<file path="src/rtl/rolha_refill_scheduler.sv">
// rtl/rolha_refill_scheduler.sv - cork magazine/reserve owner with sequenced automatic refill
module rolha_refill_scheduler #(
    parameter int MAX_ROLHAS    = 20,
    parameter int ESTOQUE_MAX   = 15,
    parameter int REFILL_LIMIAR = 5,
    parameter int LOTE          = 10,
    parameter int CONTAGEM_INIT = 20,
    parameter int ESTOQUE_INIT  = 15,
    parameter int DISP_CICLOS   = 3
) (
    input  logic       clk,
    input  logic       Reset,
    input  logic       dec,
    input  logic       add_manual,
    output logic [4:0] contagem,
    output logic [3:0] estoque,
    output logic       disp_acionado,
    output logic       rolha_disponivel,
    output logic       alarme_rolha,
    output logic       dec_erro,
    output logic       refill_ocupado
);

    localparam int CW = (DISP_CICLOS > 1) ? $clog2(DISP_CICLOS) : 1;
    localparam logic [CW-1:0] CNT_LOAD = CW'(DISP_CICLOS - 1);
    localparam logic [4:0] MAX5  = 5'(MAX_ROLHAS);
    localparam logic [4:0] LIM5  = 5'(REFILL_LIMIAR);
    localparam logic [4:0] LOTE5 = (LOTE > 31) ? 5'd31 : 5'(LOTE);
    localparam logic [4:0] EMAX5 = 5'(ESTOQUE_MAX);

    typedef enum logic [1:0] {OCIOSO, DISPENSA, TRANSFERE} state_t;

    state_t        state_q, state_d;
    logic [CW-1:0] cnt_q, cnt_d;
    logic [4:0]    contagem_q, contagem_d;
    logic [3:0]    estoque_q, estoque_d;
    logic          add_prev_q;
    logic          dec_erro_q, dec_erro_d;

    logic          add_edge;
    logic          dec_ok;
    logic [4:0]    c_prime;
    logic [4:0]    room;
    logic [4:0]    n;
    logic [3:0]    e_base;
    logic [4:0]    e_sum;

    // State register and dispense cycle counter
    always_ff @(posedge clk or posedge Reset) begin
        if (Reset) begin
            state_q <= OCIOSO;
            cnt_q   <= '0;
        end else begin
            state_q <= state_d;
            cnt_q   <= cnt_d;
        end
    end

    // Next-state: refill request from idle, timed dispense, single-cycle transfer
    always_comb begin
        state_d = state_q;
        cnt_d   = cnt_q;
        case (state_q)
            OCIOSO: begin
                // registered count only; a dec in this cycle does not delay the request
                if (contagem_q <= LIM5 && estoque_q != 4'd0) begin
                    state_d = DISPENSA;
                    cnt_d   = CNT_LOAD;
                end
            end
            DISPENSA: begin
                if (cnt_q == '0) state_d = TRANSFERE;
                else             cnt_d   = cnt_q - 1'b1;
            end
            TRANSFERE: state_d = OCIOSO;
            default:   state_d = OCIOSO;
        endcase
    end

    // Outputs decoded from the state register so reset drops them immediately
    always_comb begin
        disp_acionado  = (state_q == DISPENSA);
        refill_ocupado = (state_q != OCIOSO);
    end

    // Count arithmetic: sealing decrement, transfer amount, saturating manual add
    always_comb begin
        add_edge   = add_manual & ~add_prev_q;
        dec_ok     = dec & (contagem_q != 5'd0);
        dec_erro_d = dec & (contagem_q == 5'd0);
        c_prime    = contagem_q - {4'd0, dec_ok};
        room       = MAX5 - c_prime;
        n          = LOTE5;
        if (room < n) n = room;
        if ({1'b0, estoque_q} < n) n = {1'b0, estoque_q};
        if (state_q == TRANSFERE) begin
            contagem_d = c_prime + n;
            e_base     = estoque_q - n[3:0];
        end else begin
            contagem_d = c_prime;
            e_base     = estoque_q;
        end
        // manual add lands after the transfer subtraction, then saturates
        e_sum     = {1'b0, e_base} + {4'd0, add_edge};
        estoque_d = (e_sum > EMAX5) ? EMAX5[3:0] : e_sum[3:0];
    end

    // Count registers, add edge sampler and error pulse
    always_ff @(posedge clk or posedge Reset) begin
        if (Reset) begin
            contagem_q <= 5'(CONTAGEM_INIT);
            estoque_q  <= 4'(ESTOQUE_INIT);
            add_prev_q <= 1'b0;
            dec_erro_q <= 1'b0;
        end else begin
            contagem_q <= contagem_d;
            estoque_q  <= estoque_d;
            add_prev_q <= add_manual;
            dec_erro_q <= dec_erro_d;
        end
    end

    assign contagem         = contagem_q;
    assign estoque          = estoque_q;
    assign dec_erro         = dec_erro_q;
    assign rolha_disponivel = (contagem_q != 5'd0);
    assign alarme_rolha     = (contagem_q == 5'd0) && (estoque_q == 4'd0);

endmodule
</file>
<file path="config.mk">
export PLATFORM = sky130hd
export DESIGN_NAME = rolha_refill_scheduler
export DESIGN_NICKNAME = d
export VERILOG_FILES = /design/src/rtl/rolha_refill_scheduler.sv
export SDC_FILE = /design/constraint.sdc
export NUM_CORES = 1
export LEC_CHECK = 0
export BUFFER_PORTS_ARGS = -buffer_cell sky130_fd_sc_hd__clkbuf_2
export CORE_MARGIN = 1
export CORE_UTILIZATION = 30
export DETAILED_ROUTE_END_ITERATION = 6
export GPL_TIMING_DRIVEN = 0
export PLACE_DENSITY_LB_ADDON = 0.25
export SETUP_SLACK_MARGIN = 0.3
export SLEW_MARGIN = 20
export SYNTH_ARGS = -nofsm -noshare
export SYNTH_HDL_FRONTEND = slang
export SYNTH_SLANG_ARGS = --single-unit
</file>
<file path="constraint.sdc">
create_clock -name clk -period 16.5 [get_ports clk]
set_input_delay 3.3 -clock clk [delete_from_list [all_inputs] [get_ports clk]]
set_output_delay 3.3 -clock clk [all_outputs]
set_load 0.01 [all_outputs]
</file>
==> results <==
- The flow ran to the end, and the final reports show no timing, DRC or antenna violations.
- STA classifies the critical path endpoint as a flip-flop.
- Synthesis handed over a netlist of 181 instances.
- For the final database, setup skew stands at 0.00484 ns.
- The normalized max-slew margin is 0.623.
- The final cell area excluding filler cells is 1740 um2.
- The number of cells on the critical path is 26.
- The netlist uses 49 different library cells.
- The family with the most delay on the worst path is simple AND/OR/NAND/NOR gates.
- The floorplan die width is 73.2 um.
- The overall overflow remaining after global route is 0.
- During I/O placement, the number of pins put on the boundary was 18.
- The root buffer selected by CTS is sky130_fd_sc_hd__clkbuf_8.
- The count of nets left with antenna violations once routing finished came out at 0.
- The maximum number of pins on one net before global-route repair is 16.
- The most prevalent standard cell on the critical path is sky130_fd_sc_hd__ha_1.
- The reg-to-reg startpoint is contagem[3].
- After the first detailed-routing iteration, the DRC count stood at 71.
- The routed layout has 1281 vias.
- For this run, design rule violations remaining after detail routing come to 0.
- The overall global routing resource usage is 0.134.
- TritonCTS built the clock tree.
- The total number of clock tree sinks is 15.
- Wires add up to 3.35 mm.
- In this run the number of H-tree levels came out at 1.
- The number of buffers created by CTS is 3.
- The final worst-path setup slack is 7.71 ns.
- The clock insertion delay at the later pin of the skew report is 0.25 ns.
- The maximum count of clock buffers along a single path is 2.
- The top cell types in the final layout, fill and taps aside, are 19 x sky130_fd_sc_hd__nand2_1, 18 x sky130_fd_sc_hd__nor2_1, 17 x sky130_fd_sc_hd__inv_1, 17 x sky130_fd_sc_hd__clkbuf_2, 16 x sky130_fd_sc_hd__ha_1.
- The half-perimeter wire length of the detailed placement result is 2.70 mm.
- Across the run, the number of max-cap violations was 0.
- The pin slew with the least headroom to its limit is 0.566 ns.
- The number of hold buffers added after CTS was 0.
- The number of enable-type register cells in the synthesized netlist is 0.
- The detail-routed via count per cell is 4.76.
- Final hold analysis gives a worst-case slack of 0.535 ns.
- Setup repair after global routing left no endpoint under its margin.
- The count of state elements after synthesis is 15.
- STA puts the critical path data required time at 16.68 ns.
- On the critical path, the stage with the largest delay is an instance of sky130_fd_sc_hd__or4bb_1.
- After synthesis the cells add up to 1520 um2.
- The mean instance size in the synthesized netlist is 8.41 um2.
- The yosys synthesis warning count is 0.
- The first-pass GRT wire length is 5.54 mm.
- The critical path contains buffers and inverters numbering 2 combined.
- The first TritonRoute pass finished after 4 iterations.
- The kind of launch point of the worst setup path is an input port.
- The die outline height is 73.2 um.
- Relative to the synthesized area, the layout overhead comes to 14.1%.
- Setup violations remaining at the end of the flow were counted as 0.
- The final layout contains 225 nets.
- The final number of max-transition violations is 0.
- On the worst path, the slowest cell contributes a delay of 0.49 ns.
- The number of hold violations in the final report is 0.
- For this run, the top clock speed supported by timing is 114 MHz.
- The critical path is of the input port to flip-flop type.
- The number of antenna violations at the first check in global routing is 0.
- Of all flip-flops after synthesis, the portion carrying an async set or reset was 1.00.
- The starting density of the core is 0.318.
- The most common cell after layout, fill and taps aside is sky130_fd_sc_hd__nand2_1.
- The most critical setup path has its startpoint at dec.
- The post-cts sizing count is 0.
- Of the synthesized area, sequential elements account for 0.252.
- The critical register-to-register path endpoint is estoque[3].
- The worst path needs 8.79 ns of the cycle, external delays included.
- After detailed routing, the average wire length per cell comes to 12.5 um.
- The via count of the first global-routing pass is 1211.
- The most instantiated flip-flop cell in the synthesis netlist is sky130_fd_sc_hd__dfrtp_1.
- The maximum fanout along the worst path is 8.
- The clock transition at the register clock pins on the worst setup and hold paths after CTS is 0.07 ns.
- The repair_antennas step left the layout with diodes totalling 0.
- The type of the tightest min-delay check is flip-flop to flip-flop.
- The synthesized net count is 203.
- The final weighted congestion in routability-driven placement is 0.770.
- The worst-case reg-to-reg path depth is 27.
- Dividing the final minimum period by the clock period gives 0.533.
- The data arrival time of the worst path is 8.97 ns.
- The initialized floorplan defines 25 standard-cell rows.
- The area after detailed placement is 1690 um2.
- The setup check on the worst reg-to-reg path leaves a slack of 9.94 ns.
- The core region area is 4790 um2.
- The number of port buffers is 17.
- In the final layout, the share of cells above drive strength 1 is 0.193.
- The sum of negative setup slack is 0 ns.
- Prior to clock tree synthesis, the placed netlist has a worst setup slack of 7.49 ns.
- The total setup buffers inserted after CTS is 0.
- The area of the die is 5360 um2.
- The worst setup path endpoint is estoque[3].
[area by class of cell]
type | count | area (um2)
Fill cell | 528 | 3050
Multi-Input combinational cell | 143 | 1040
Sequential cell | 15 | 383
Timing Repair Buffer | 17 | 85.1
Tap cell | 67 | 83.8
Inverter | 17 | 63.8
Clock buffer | 3 | 41.3
Buffer | 6 | 37.5
Clock inverter | 1 | 5.00
[worst reg2reg max path, cell delays in order, from the launching register on]
cell	delay (ns)
sky130_fd_sc_hd__dfrtp_1	0.47
sky130_fd_sc_hd__nor2_1	0.17
sky130_fd_sc_hd__nand4_1	0.19
sky130_fd_sc_hd__and2_1	0.21
sky130_fd_sc_hd__ha_1	0.22
sky130_fd_sc_hd__ha_1	0.34
sky130_fd_sc_hd__ha_1	0.25
sky130_fd_sc_hd__and3b_1	0.19
sky130_fd_sc_hd__o2bb2ai_1	0.20
sky130_fd_sc_hd__a31oi_1	0.14
sky130_fd_sc_hd__nand2b_1	0.26
sky130_fd_sc_hd__or3_1	0.44
sky130_fd_sc_hd__inv_1	0.08
sky130_fd_sc_hd__ha_1	0.15
sky130_fd_sc_hd__o21ai_0	0.07
sky130_fd_sc_hd__nand2b_1	0.07
sky130_fd_sc_hd__a21oi_1	0.11
sky130_fd_sc_hd__o21bai_2	0.29
sky130_fd_sc_hd__o41ai_1	0.44
sky130_fd_sc_hd__ha_1	0.30
sky130_fd_sc_hd__fa_1	0.45
sky130_fd_sc_hd__or4bb_1	0.49
sky130_fd_sc_hd__o32a_1	0.26
sky130_fd_sc_hd__nor2_1	0.21
sky130_fd_sc_hd__nand3_1	0.13
sky130_fd_sc_hd__nand2_1	0.09
sky130_fd_sc_hd__a221oi_1	0.07
sky130_fd_sc_hd__a2bb2oi_1	0.17
[state kept, by name, summed over array words and instances (netlist names)]
register,cells
add_prev_q,1
contagem,5
dec_erro,1
estoque,4
state_q,2
cnt_q,2
[per-stage QoR]
stage | utilization | cells
2_1_floorplan | - | 181
3_3_place_gp | 0.353 | 265
3_5_place_dp | 0.353 | 265
4_1_cts | 0.363 | 269
5_1_grt | 0.363 | 269
6_report | 0.363 | 269
[metal layers]
layer | vias to the layer above | track usage | routed length, um
met1 | 577 | 0.180 | 1720
met3 | 4 | 0.0290 | 104
met2 | 20 | 0.224 | 1510
met5 | - | 0 | 0
li1 | 680 | - | -
met4 | 0 | 0.0196 | 18
[cells by family (layout without fill, tap and decap cells)]
group,count (synthesis),count (layout),share of synthesized area
AOI/OAI and AO/OA,49,49,0.220
xor gates and xnor gates,10,10,0.0674
adders and majority gates,18,18,0.158
buffers and inverters,23,44,0.0666
DFF,15,15,0.252
muxes,3,3,0.0214
and+or+nand+nor,63,63,0.215
[worst min-delay path by stage]
stage | to | depth (start not counted) | slack (ns) | startpoint
6_report | cnt_q[0] | 1 | 0.54 | cnt_q[0]
5_1_grt | cnt_q[0] | 1 | 0.58 | cnt_q[0]
4_1_cts | cnt_q[0] | 1 | 0.54 | cnt_q[0]
3_5_place_dp | cnt_q[0] | 1 | 0.52 | cnt_q[0]
3_3_place_gp | cnt_q[0] | 1 | 0.52 | cnt_q[0]
2_1_floorplan | cnt_q[0] | 1 | 0.50 | cnt_q[0]
[synth_stat cells, drive strengths merged, types with 3 or more instances]
master	count	share of area
a21o	4	0.020
a21oi	13	0.045
a31oi	3	0.012
clkbuf	4	0.0099
dfrtp	9	0.15
dfstp	6	0.10
ha	16	0.13
inv	17	0.042
nand2	19	0.047
nand2b	3	0.012
nand4	3	0.012
nor2	18	0.044
nor2b	6	0.025
o21ai	12	0.039
o31ai	4	0.020
xnor2	6	0.039
xor2	4	0.028
Power is left out: the tool's default activity adds up to more than one toggle a clock period on the data nets, which glitch-free logic cannot reach.
